`config.mk`:
```
export PLATFORM = sky130hd
export DESIGN_NAME = if_id_skid_pipe
export DESIGN_NICKNAME = d
export VERILOG_FILES = /design/src/rtl/if_id_skid_pipe.sv
export SDC_FILE = /design/constraint.sdc
export NUM_CORES = 1
export LEC_CHECK = 0
export CORE_MARGIN = 4
export CORE_UTILIZATION = 49
export DETAILED_ROUTE_END_ITERATION = 6
export PLACE_DENSITY = 0.79
export SLEW_MARGIN = 25
export SYNTH_ARGS = -nofsm -noshare
export SYNTH_HDL_FRONTEND = slang
export SYNTH_SLANG_ARGS = --single-unit
```
`constraint.sdc`:
```
create_clock -name clk -period 1.7 [get_ports clk]
set_input_delay 0.255 -clock clk [delete_from_list [all_inputs] [get_ports clk]]
set_output_delay 0.255 -clock clk [all_outputs]
set_load 0.005 [all_outputs]
```
`src/rtl/if_id_skid_pipe.sv`:
```
// IF/ID stage register with valid/ready handshake and a 2-entry skid buffer.
// Optional macro IF_ID_STALL_CNT_EN adds a saturating stall_cycles counter port.
module if_id_skid_pipe #(
  parameter int unsigned           XLEN      = 32,
  parameter int unsigned           ILEN      = 32,
  parameter int unsigned           SB_W      = 1,
  parameter logic [ILEN-1:0]       NOP_INSTR = 32'h00000013
) (
  input  logic            clk,
  input  logic            reset,
  input  logic            in_valid,
  output logic            in_ready,
  input  logic [ILEN-1:0] in_instr,
  input  logic [XLEN-1:0] in_pc,
  input  logic [SB_W-1:0] in_sb,
  input  logic            kill_in,
  input  logic            flush,
  output logic            out_valid,
  input  logic            out_ready,
  output logic [ILEN-1:0] out_instr,
  output logic [XLEN-1:0] out_pc,
  output logic [SB_W-1:0] out_sb
`ifdef IF_ID_STALL_CNT_EN
  ,
  output logic [31:0]     stall_cycles
`endif
);

  logic            main_valid_r, main_valid_s;
  logic [ILEN-1:0] main_instr_r, main_instr_s;
  logic [XLEN-1:0] main_pc_r,    main_pc_s;
  logic [SB_W-1:0] main_sb_r,    main_sb_s;
  logic            skid_valid_r, skid_valid_s;
  logic [ILEN-1:0] skid_instr_r, skid_instr_s;
  logic [XLEN-1:0] skid_pc_r,    skid_pc_s;
  logic [SB_W-1:0] skid_sb_r,    skid_sb_s;
  logic            in_ready_r;

  logic            accept_s;
  logic            drain_s;
  logic [ILEN-1:0] beat_instr_s;
  logic [SB_W-1:0] beat_sb_s;

  assign accept_s  = in_valid && in_ready_r;
  assign drain_s   = main_valid_r && out_ready;

  assign in_ready  = in_ready_r;
  assign out_valid = main_valid_r;
  assign out_instr = main_instr_r;
  assign out_pc    = main_pc_r;
  assign out_sb    = main_sb_r;

  // Incoming beat after kill_in substitution (killed beats become a NOP bubble).
  always_comb begin
    beat_instr_s = in_instr;
    beat_sb_s    = in_sb;
    if (kill_in) begin
      beat_instr_s = NOP_INSTR;
      beat_sb_s    = {SB_W{1'b0}};
    end else begin
      beat_instr_s = in_instr;
      beat_sb_s    = in_sb;
    end
  end

  // Next-state for the main and skid entries.
  always_comb begin
    main_valid_s = main_valid_r;
    main_instr_s = main_instr_r;
    main_pc_s    = main_pc_r;
    main_sb_s    = main_sb_r;
    skid_valid_s = skid_valid_r;
    skid_instr_s = skid_instr_r;
    skid_pc_s    = skid_pc_r;
    skid_sb_s    = skid_sb_r;
    if (flush) begin
      main_valid_s = 1'b0;
      skid_valid_s = 1'b0;
    end else if (!main_valid_r || drain_s) begin
      if (skid_valid_r) begin
        main_valid_s = 1'b1;
        main_instr_s = skid_instr_r;
        main_pc_s    = skid_pc_r;
        main_sb_s    = skid_sb_r;
        // Refill skid in the same cycle it hands its beat to main.
        if (accept_s) begin
          skid_valid_s = 1'b1;
          skid_instr_s = beat_instr_s;
          skid_pc_s    = in_pc;
          skid_sb_s    = beat_sb_s;
        end else begin
          skid_valid_s = 1'b0;
        end
      end else if (accept_s) begin
        main_valid_s = 1'b1;
        main_instr_s = beat_instr_s;
        main_pc_s    = in_pc;
        main_sb_s    = beat_sb_s;
      end else begin
        main_valid_s = 1'b0;
      end
    end else if (accept_s) begin
      skid_valid_s = 1'b1;
      skid_instr_s = beat_instr_s;
      skid_pc_s    = in_pc;
      skid_sb_s    = beat_sb_s;
    end else begin
      skid_valid_s = skid_valid_r;
    end
  end

  // Entry registers; in_ready is registered from the next skid state.
  always_ff @(posedge clk) begin
    if (reset) begin
      main_valid_r <= 1'b0;
      main_instr_r <= {ILEN{1'b0}};
      main_pc_r    <= {XLEN{1'b0}};
      main_sb_r    <= {SB_W{1'b0}};
      skid_valid_r <= 1'b0;
      skid_instr_r <= {ILEN{1'b0}};
      skid_pc_r    <= {XLEN{1'b0}};
      skid_sb_r    <= {SB_W{1'b0}};
      in_ready_r   <= 1'b1;
    end else begin
      main_valid_r <= main_valid_s;
      main_instr_r <= main_instr_s;
      main_pc_r    <= main_pc_s;
      main_sb_r    <= main_sb_s;
      skid_valid_r <= skid_valid_s;
      skid_instr_r <= skid_instr_s;
      skid_pc_r    <= skid_pc_s;
      skid_sb_r    <= skid_sb_s;
      in_ready_r   <= !skid_valid_s;
    end
  end

`ifdef IF_ID_STALL_CNT_EN
  logic [31:0] stall_cycles_r;

  assign stall_cycles = stall_cycles_r;

  // Saturating count of cycles where ID holds off a valid beat; flush does not touch it.
  always_ff @(posedge clk) begin
    if (reset) begin
      stall_cycles_r <= 32'd0;
    end else if (main_valid_r && !out_ready && (stall_cycles_r != 32'hFFFF_FFFF)) begin
      stall_cycles_r <= stall_cycles_r + 32'd1;
    end else begin
      stall_cycles_r <= stall_cycles_r;
    end
  end
`endif

endmodule

```
==> flow_metrics.py, run 1 <==
metrics = {
    "pwr": {
        "ir_drop_v": 0.000700,
        "powerDensity_nw_per_um2": 1000,
        "power_leakage_nw": 2.54,
        "power_frac_comb_pct": 12.0,
        "p_seq_share_pct": 42.8,
        "p_int_w": 0.00601,
        "swShare_pct": 22.3,
        "p_sw_w": 0.00172,
        "clockPowerShare_pct": 45.1,
    },
    "cts": {
        "clk_path_buf_depth": 2,
        "cts_tree": "yes",
        "htreeDepth": 4,
        "cts_setup_buffers": 0,
        "ctsResizeCount": 0,
        "clkTransAtPathRegs_ns": 0.05,
        "cts_root_buffer": "clkbuf_16",
        "cts_buffers": 17,
        "cts_sinks": 133,
        "postCtsHoldBufs": 0,
        "clock_latency_ns": 0.41,
    },
    "floorplan": {
        "io_pins": 138,
        "placementRows": 38,
        "start_util_pct": 50.9,
        "fp.dieH_um": 115,
        "die-width_um": 115,
        "die-area_um2": 13200,
        "core_um2": 11000,
    },
    "worst_setup_path": {
        "worstPathCellList": "clkdlybuf4s50_1",
        "worst_path_max_delay_cell": "clkdlybuf4s50_1",
        "critPathCaptureType": "output pin",
        "worstPathMaxFanout": 2,
        "critPathRequiredTime_ns": 1.44,
        "path_buf_inv": 1,
        "arrival_ns": 1.35,
        "crit_path_max_incr_delay_ns": 0.57,
        "worstSetupPathType": "flip-flop to output pin",
        "r2r_slack_ns": 0.15,
        "crit_family": "buffers and inverters",
        "cp-start-kind": "flip-flop",
    },
    "drt": {
        "drt_pass1_iterations": 4,
        "drt_wl_total_mm": 14.6,
        "drc": 0,
        "vias": 5006,
        "drt_iter0_drc": 381,
        "ant_nets": 0,
        "wire_per_inst_um": 16.3,
        "viasPerCell": 5.58,
    },
    "global_route": {
        "grt.overflow.total": 0,
        "grt_pass1_vias": 5028,
        "grt_pass1_wl_mm": 23.5,
        "track_usage_pct": 21.9,
        "grt_max_degree": 79,
        "antenna_found_initial": 0,
    },
    "layout": {
        "final_nets": 818,
        "diodes": 0,
        "utilization_pct": 70.2,
        "instances_no_fill": 897,
        "area_delta_synth_final_pct": 37.8,
        "drive_above_1_share_pct": 11.5,
        "fillers": 816,
        "register_area_um2": 2670,
        "multi_input_area_um2": 2630,
    },
    "place": {
        "dp_cells": 868,
        "dp_hpwl_mm": 9.62,
        "place.gp.congestion": 0.748,
        "port_buffers": 137,
    },
    "logic_synthesis": {
        "synth_edf_count": 0,
        "synth_area_leaders": "dfxtp_1 (48%), a21oi_1 (8.3%), a211oi_2 (6.9%)",
        "synth_ff_type": "dfxtp_1",
        "synth.most_common_cell": "dfxtp_1",
        "synth_top_area_cell": "dfxtp_1",
        "async_reset_ff_share_pct": 0,
        "synth_area_um2": 5590,
        "ys_top_cells_by_count": "dfxtp_1 (133), nand2_1 (98), a21oi_1 (93), nor2_1 (71), a211oi_1 (36)",
        "yosys_register_bits": 133,
        "synth.distinct_cells": 20,
        "synth_warnings": 0,
        "syn_inst": 628,
        "synth_top_cell_area_share_pct": 47.6,
        "ys_seq_area_share_pct": 47.6,
        "syn_nets": 699,
        "syn_area_per_cell_um2": 8.91,
    },
    "sta": {
        "fmax_mhz": 621,
        "fin_tns_setup_ns": 0,
        "maxSlewViolCount": 0,
        "fin_crit_ns": 1.61,
        "tightest_slew_ns": 0.440,
        "finalHoldViolCount": 0,
        "rsz0062_at_grt": "no",
        "fin_crit_sh_pct": 94.7,
        "finalSetupViolations": 0,
        "slew_headroom_pct": 70.7,
        "fin_skew_ns": 0.00879,
    },
    "run": {
        "max_cap_viol_count": 0,
    },
    "run_status": {
        "status": "completed",
    },
    "worst_hold_path": {
        "hold_class": "primary input to flip-flop",
    },
}
## path summary, 6_finish.rpt
check | startpoint | to | depth (start not counted)
max | out_valid$_SDFFE_PP0N_ | out_valid | 1
min | reset | skid_pc_r[11]$_SDFFE_PP0P_ | 2
max reg2reg | in_ready$_SDFF_PP1_ | out_instr[21]$_SDFFE_PP0P_ | 6
min reg2reg | skid_pc_r[16]$_SDFFE_PP0P_ | skid_pc_r[16]$_SDFFE_PP0P_ | 2
## cell families after synthesis
| logic type | Yosys count | synth area share [%] |
|---|---|---|
| compound gates | 164 | 20.5 |
| flops | 133 | 47.6 |
| simple gates | 232 | 19.9 |
| mux | 35 | 6.26 |
| fa+ha+maj | 1 | 0.179 |
| buf+inv | 63 | 5.59 |
## sequential cells by signal, indices dropped and copies added (netlist names)
name and cells:
in_ready 1, skid_pc_r 32, out_pc 32, skid_instr_r 32
out_instr 32, out_valid 1, out_sb 1, skid_sb_r 1
skid_valid_r 1
## metrics by stage
stage / total power (W) / instance area (µm²) / setup slack, ns / hold slack [ns]
CTS: 0.00777 / 7710 / 0.0606 / 0.251
global placement: 0.00426 / 7150 / -0.118 / 0.441
floorplan: 0.00378 / 5590 / 0.326 / 0.333
global route: 0.00799 / 7710 / 0.0429 / 0.274
finish: 0.00773 / 7710 / 0.0905 / 0.258
detailed placement: 0.00430 / 7150 / -0.250 / 0.447
## routing by layer
layer	up-vias	wire length, µm	GRT usage, %
met3	26	767	4.79
met5	-	0	0
met1	2398	6190	26.9
met4	0	292	8.45
met2	153	7400	37.6
li1	2429	-	-
## layout by cell type (no fill, tap or decap), types with 2 or more instances in the layout
cell,count
a21oi_1,93
a211oi_2,30
mux2i_1,35
clkdlybuf4s50_1,135
bufinv_16,2
nand2_1,98
a211oi_1,36
buf_12,10
nand3b_1,30
clkbuf_16,17
nor3b_1,30
clkbuf_8,3
o21ai_0,3
clkbuf_1,4
nor2_1,71
clkinv_2,3
buf_4,15
dfxtp_1,132
## power by group through the flow
stage | Sequential (W) | Combinational, W | Clock, W
after floorplan | 0.00337 | 0.000406 | 0
after global placement | 0.00337 | 0.000894 | 0
after detailed placement | 0.00337 | 0.000926 | 0
after CTS | 0.00331 | 0.000935 | 0.00353
after global routing | 0.00332 | 0.00100 | 0.00366
final | 0.00331 | 0.000931 | 0.00349
## layout make-up
cell class	count	area share (%)
Sequential cell	133	34.6
Inverter	2	0.0974
Timing Repair Buffer	161	21.7
Clock inverter	5	0.974
Clock buffer	24	6.25
Multi-Input combinational cell	432	34.2
Tap cell	140	2.27
(Power assumes the default switching activity.)
==> run 2: changes to the inputs <==
--- a/config.mk
+++ b/config.mk
@@ -6,9 +6,9 @@
 export NUM_CORES = 1
 export LEC_CHECK = 0
 export CORE_MARGIN = 4
-export CORE_UTILIZATION = 49
+export CORE_UTILIZATION = 45
 export DETAILED_ROUTE_END_ITERATION = 6
-export PLACE_DENSITY = 0.79
+export PLACE_DENSITY = 0.77
 export SLEW_MARGIN = 25
 export SYNTH_ARGS = -nofsm -noshare
 export SYNTH_HDL_FRONTEND = slang
==> constraint.sdc (replaced) <==
create_clock -name clk -period 1.4 [get_ports clk]
set_input_delay 0.21 -clock clk [delete_from_list [all_inputs] [get_ports clk]]
set_output_delay 0.21 -clock clk [all_outputs]
set_load 0.005 [all_outputs]
==> flow_metrics.py, run 2 (synthesis results as in run 1) <==
metrics = {
    "pwr": {
        "power_leakage_nw": 3.12,
        "powerDensity_nw_per_um2": 1140,
        "ir_drop_v": 0.000803,
    },
    "drt": {
        "drt_wl_total_mm": 17.5,
        "vias": 5331,
        "wire_per_inst_um": 18.2,
        "drt_iter0_drc": 403,
        "ant_nets": 0,
        "drt_pass1_iterations": 5,
        "drc": 0,
        "viasPerCell": 5.54,
    },
    "sta": {
        "fin_skew_ns": 0.00880,
        "finalHoldViolCount": 0,
        "fin_crit_ns": 1.47,
        "finalSetupViolations": 64,
        "worst_slack_ns": -0.0696,
        "maxSlewViolCount": 0,
        "rsz0062_at_grt": "yes",
        "tightest_slew_ns": 0.345,
        "whs_ns": 0.200,
        "slew_headroom_pct": 77.0,
        "fin_crit_sh_pct": 105,
        "fmax_mhz": 680,
    },
    "layout": {
        "diodes": 0,
        "most-common-layout-cells": "dfxtp_1 (120), a21oi_1 (92), nand2_1 (88)",
        "area_delta_synth_final_pct": 50.9,
        "layout_commonest_cell": "dfxtp_1",
        "final_nets": 852,
        "instances_no_fill": 962,
        "drive_above_1_share_pct": 22.4,
        "utilization_pct": 69.7,
        "final_cell_area_um2": 8440,
    },
    "place": {
        "dpl_cell_area_um2": 7200,
        "port_buffers": 137,
        "dp_cells": 896,
        "dp_hpwl_mm": 9.61,
        "place.gp.congestion": 0.769,
    },
    "worst_setup_path": {
        "crit_path_max_incr_delay_ns": 0.36,
        "arrival_ns": 1.78,
        "cp-start-kind": "flip-flop",
        "worstPathCellList": "buf_4 -> buf_12 -> nor3b_1 -> a21oi_1 -> a211oi_1",
        "r2r_slack_ns": -0.07,
        "worst_path_max_delay_cell": "dfxtp_4",
        "crit_family": "compound AO/OA/AOI/OAI gates",
        "worstPathMaxFanout": 70,
        "critPathCaptureType": "flip-flop",
        "critPathRequiredTime_ns": 1.71,
        "worstSetupPathType": "flip-flop to flip-flop",
        "path_buf_inv": 2,
    },
    "global_route": {
        "grt_pass1_vias": 5057,
        "grt_pass1_wl_mm": 24.8,
        "track_usage_pct": 21.3,
        "grt_max_degree": 71,
        "antenna_found_initial": 0,
        "grt.overflow.total": 0,
    },
    "cts": {
        "cts_tree": "yes",
        "clk_path_buf_depth": 2,
        "clkTransAtPathRegs_ns": 0.06,
        "clock_latency_ns": 0.41,
        "htreeDepth": 4,
        "cts_sinks": 133,
        "cts_buffers": 17,
        "cts_root_buffer": "clkbuf_16",
    },
    "worst_hold_path": {
        "hold_class": "primary input to flip-flop",
    },
    "floorplan": {
        "fp.dieH_um": 119,
        "core_um2": 12100,
        "die-width_um": 119,
        "die-area_um2": 14300,
        "placementRows": 40,
        "start_util_pct": 46.2,
        "io_pins": 138,
    },
    "run_status": {
        "status": "finished, violations left",
        "violations": "negative setup slack",
    },
    "run": {
        "max_cap_viol_count": 0,
    },
}
run 2: cell count changes in the layout (fill, tap and decap cells not counted), sizes merged:
| cell | before | now |
|---|---|---|
| clkinv | 3 | 1 |
| clkinvlp | 0 | 2 |
| clkdlybuf4s50 | 135 | 68 |
| dlygate4sd2 | 0 | 67 |
| clkbuf | 24 | 27 |
| bufinv | 2 | 0 |
| inv | 2 | 14 |
| buf | 26 | 50 |
run 2: timing repair:
action,CTS,global route
pin swaps,2,35
gates resized for setup,90,54
hold buffers,0,0
setup buffers,2,18
cloned,3,11
endpoints found under the setup margin,155,131
run 2: path summary, 6_finish.rpt:
| check | from | end | cells after the start |
|---|---|---|---|
| worst max-delay path | skid_valid_r$_SDFF_PP0_ | out_instr[14]$_SDFFE_PP0P_ | 5 |
| worst min register to register | skid_instr_r[12]$_SDFFE_PP0P_ | skid_instr_r[12]$_SDFFE_PP0P_ | 2 |
| worst min-delay path | reset | skid_pc_r[13]$_SDFFE_PP0P_ | 2 |
| worst max register to register | skid_valid_r$_SDFF_PP0_ | out_instr[14]$_SDFFE_PP0P_ | 5 |
run 2: metal layers:
layer	part of all wire, %	track usage, %	vias to the layer above
met2	52	35.8	206
met4	1.8	8.88	0
met3	5.8	5.66	26
met1	41	25.7	2602
met5	0	0	-
li1	-	-	2497
run 2: layout make-up:
class | instances | area (µm²)
repair buffers | 195 | 2160
inverters | 2 | 7.51
clock buffers | 17 | 425
clock inverters | 15 | 149
fillers | 923 | 3670
well taps | 168 | 210
flip-flops and latches | 133 | 2680
multi-input cells | 432 | 2800
run 2: power breakdown:
| part | leakage, nW | internal [W] | switching, W |
|---|---|---|---|
| combinational | 1.76 | 0.000695 | 0.000587 |
| sequential | 1.09 | 0.00393 | 0.0000831 |
| clock | 0.279 | 0.00238 | 0.00194 |
| total | 3.12 | 0.00701 | 0.00261 |
run 2: per-stage QoR:
| stage | worst slack [ns] | setup TNS (ns) | total power [W] |
|---|---|---|---|
| floorplan | 0.0258 | 0 | 0.00459 |
| global placement | -0.380 | -38.84 | 0.00518 |
| detailed placement | -0.440 | -44.91 | 0.00521 |
| CTS | 0.00147 | 0 | 0.00946 |
| global route | -0.197 | -7.26 | 0.00995 |
| finish | -0.0696 | -1.11 | 0.00961 |
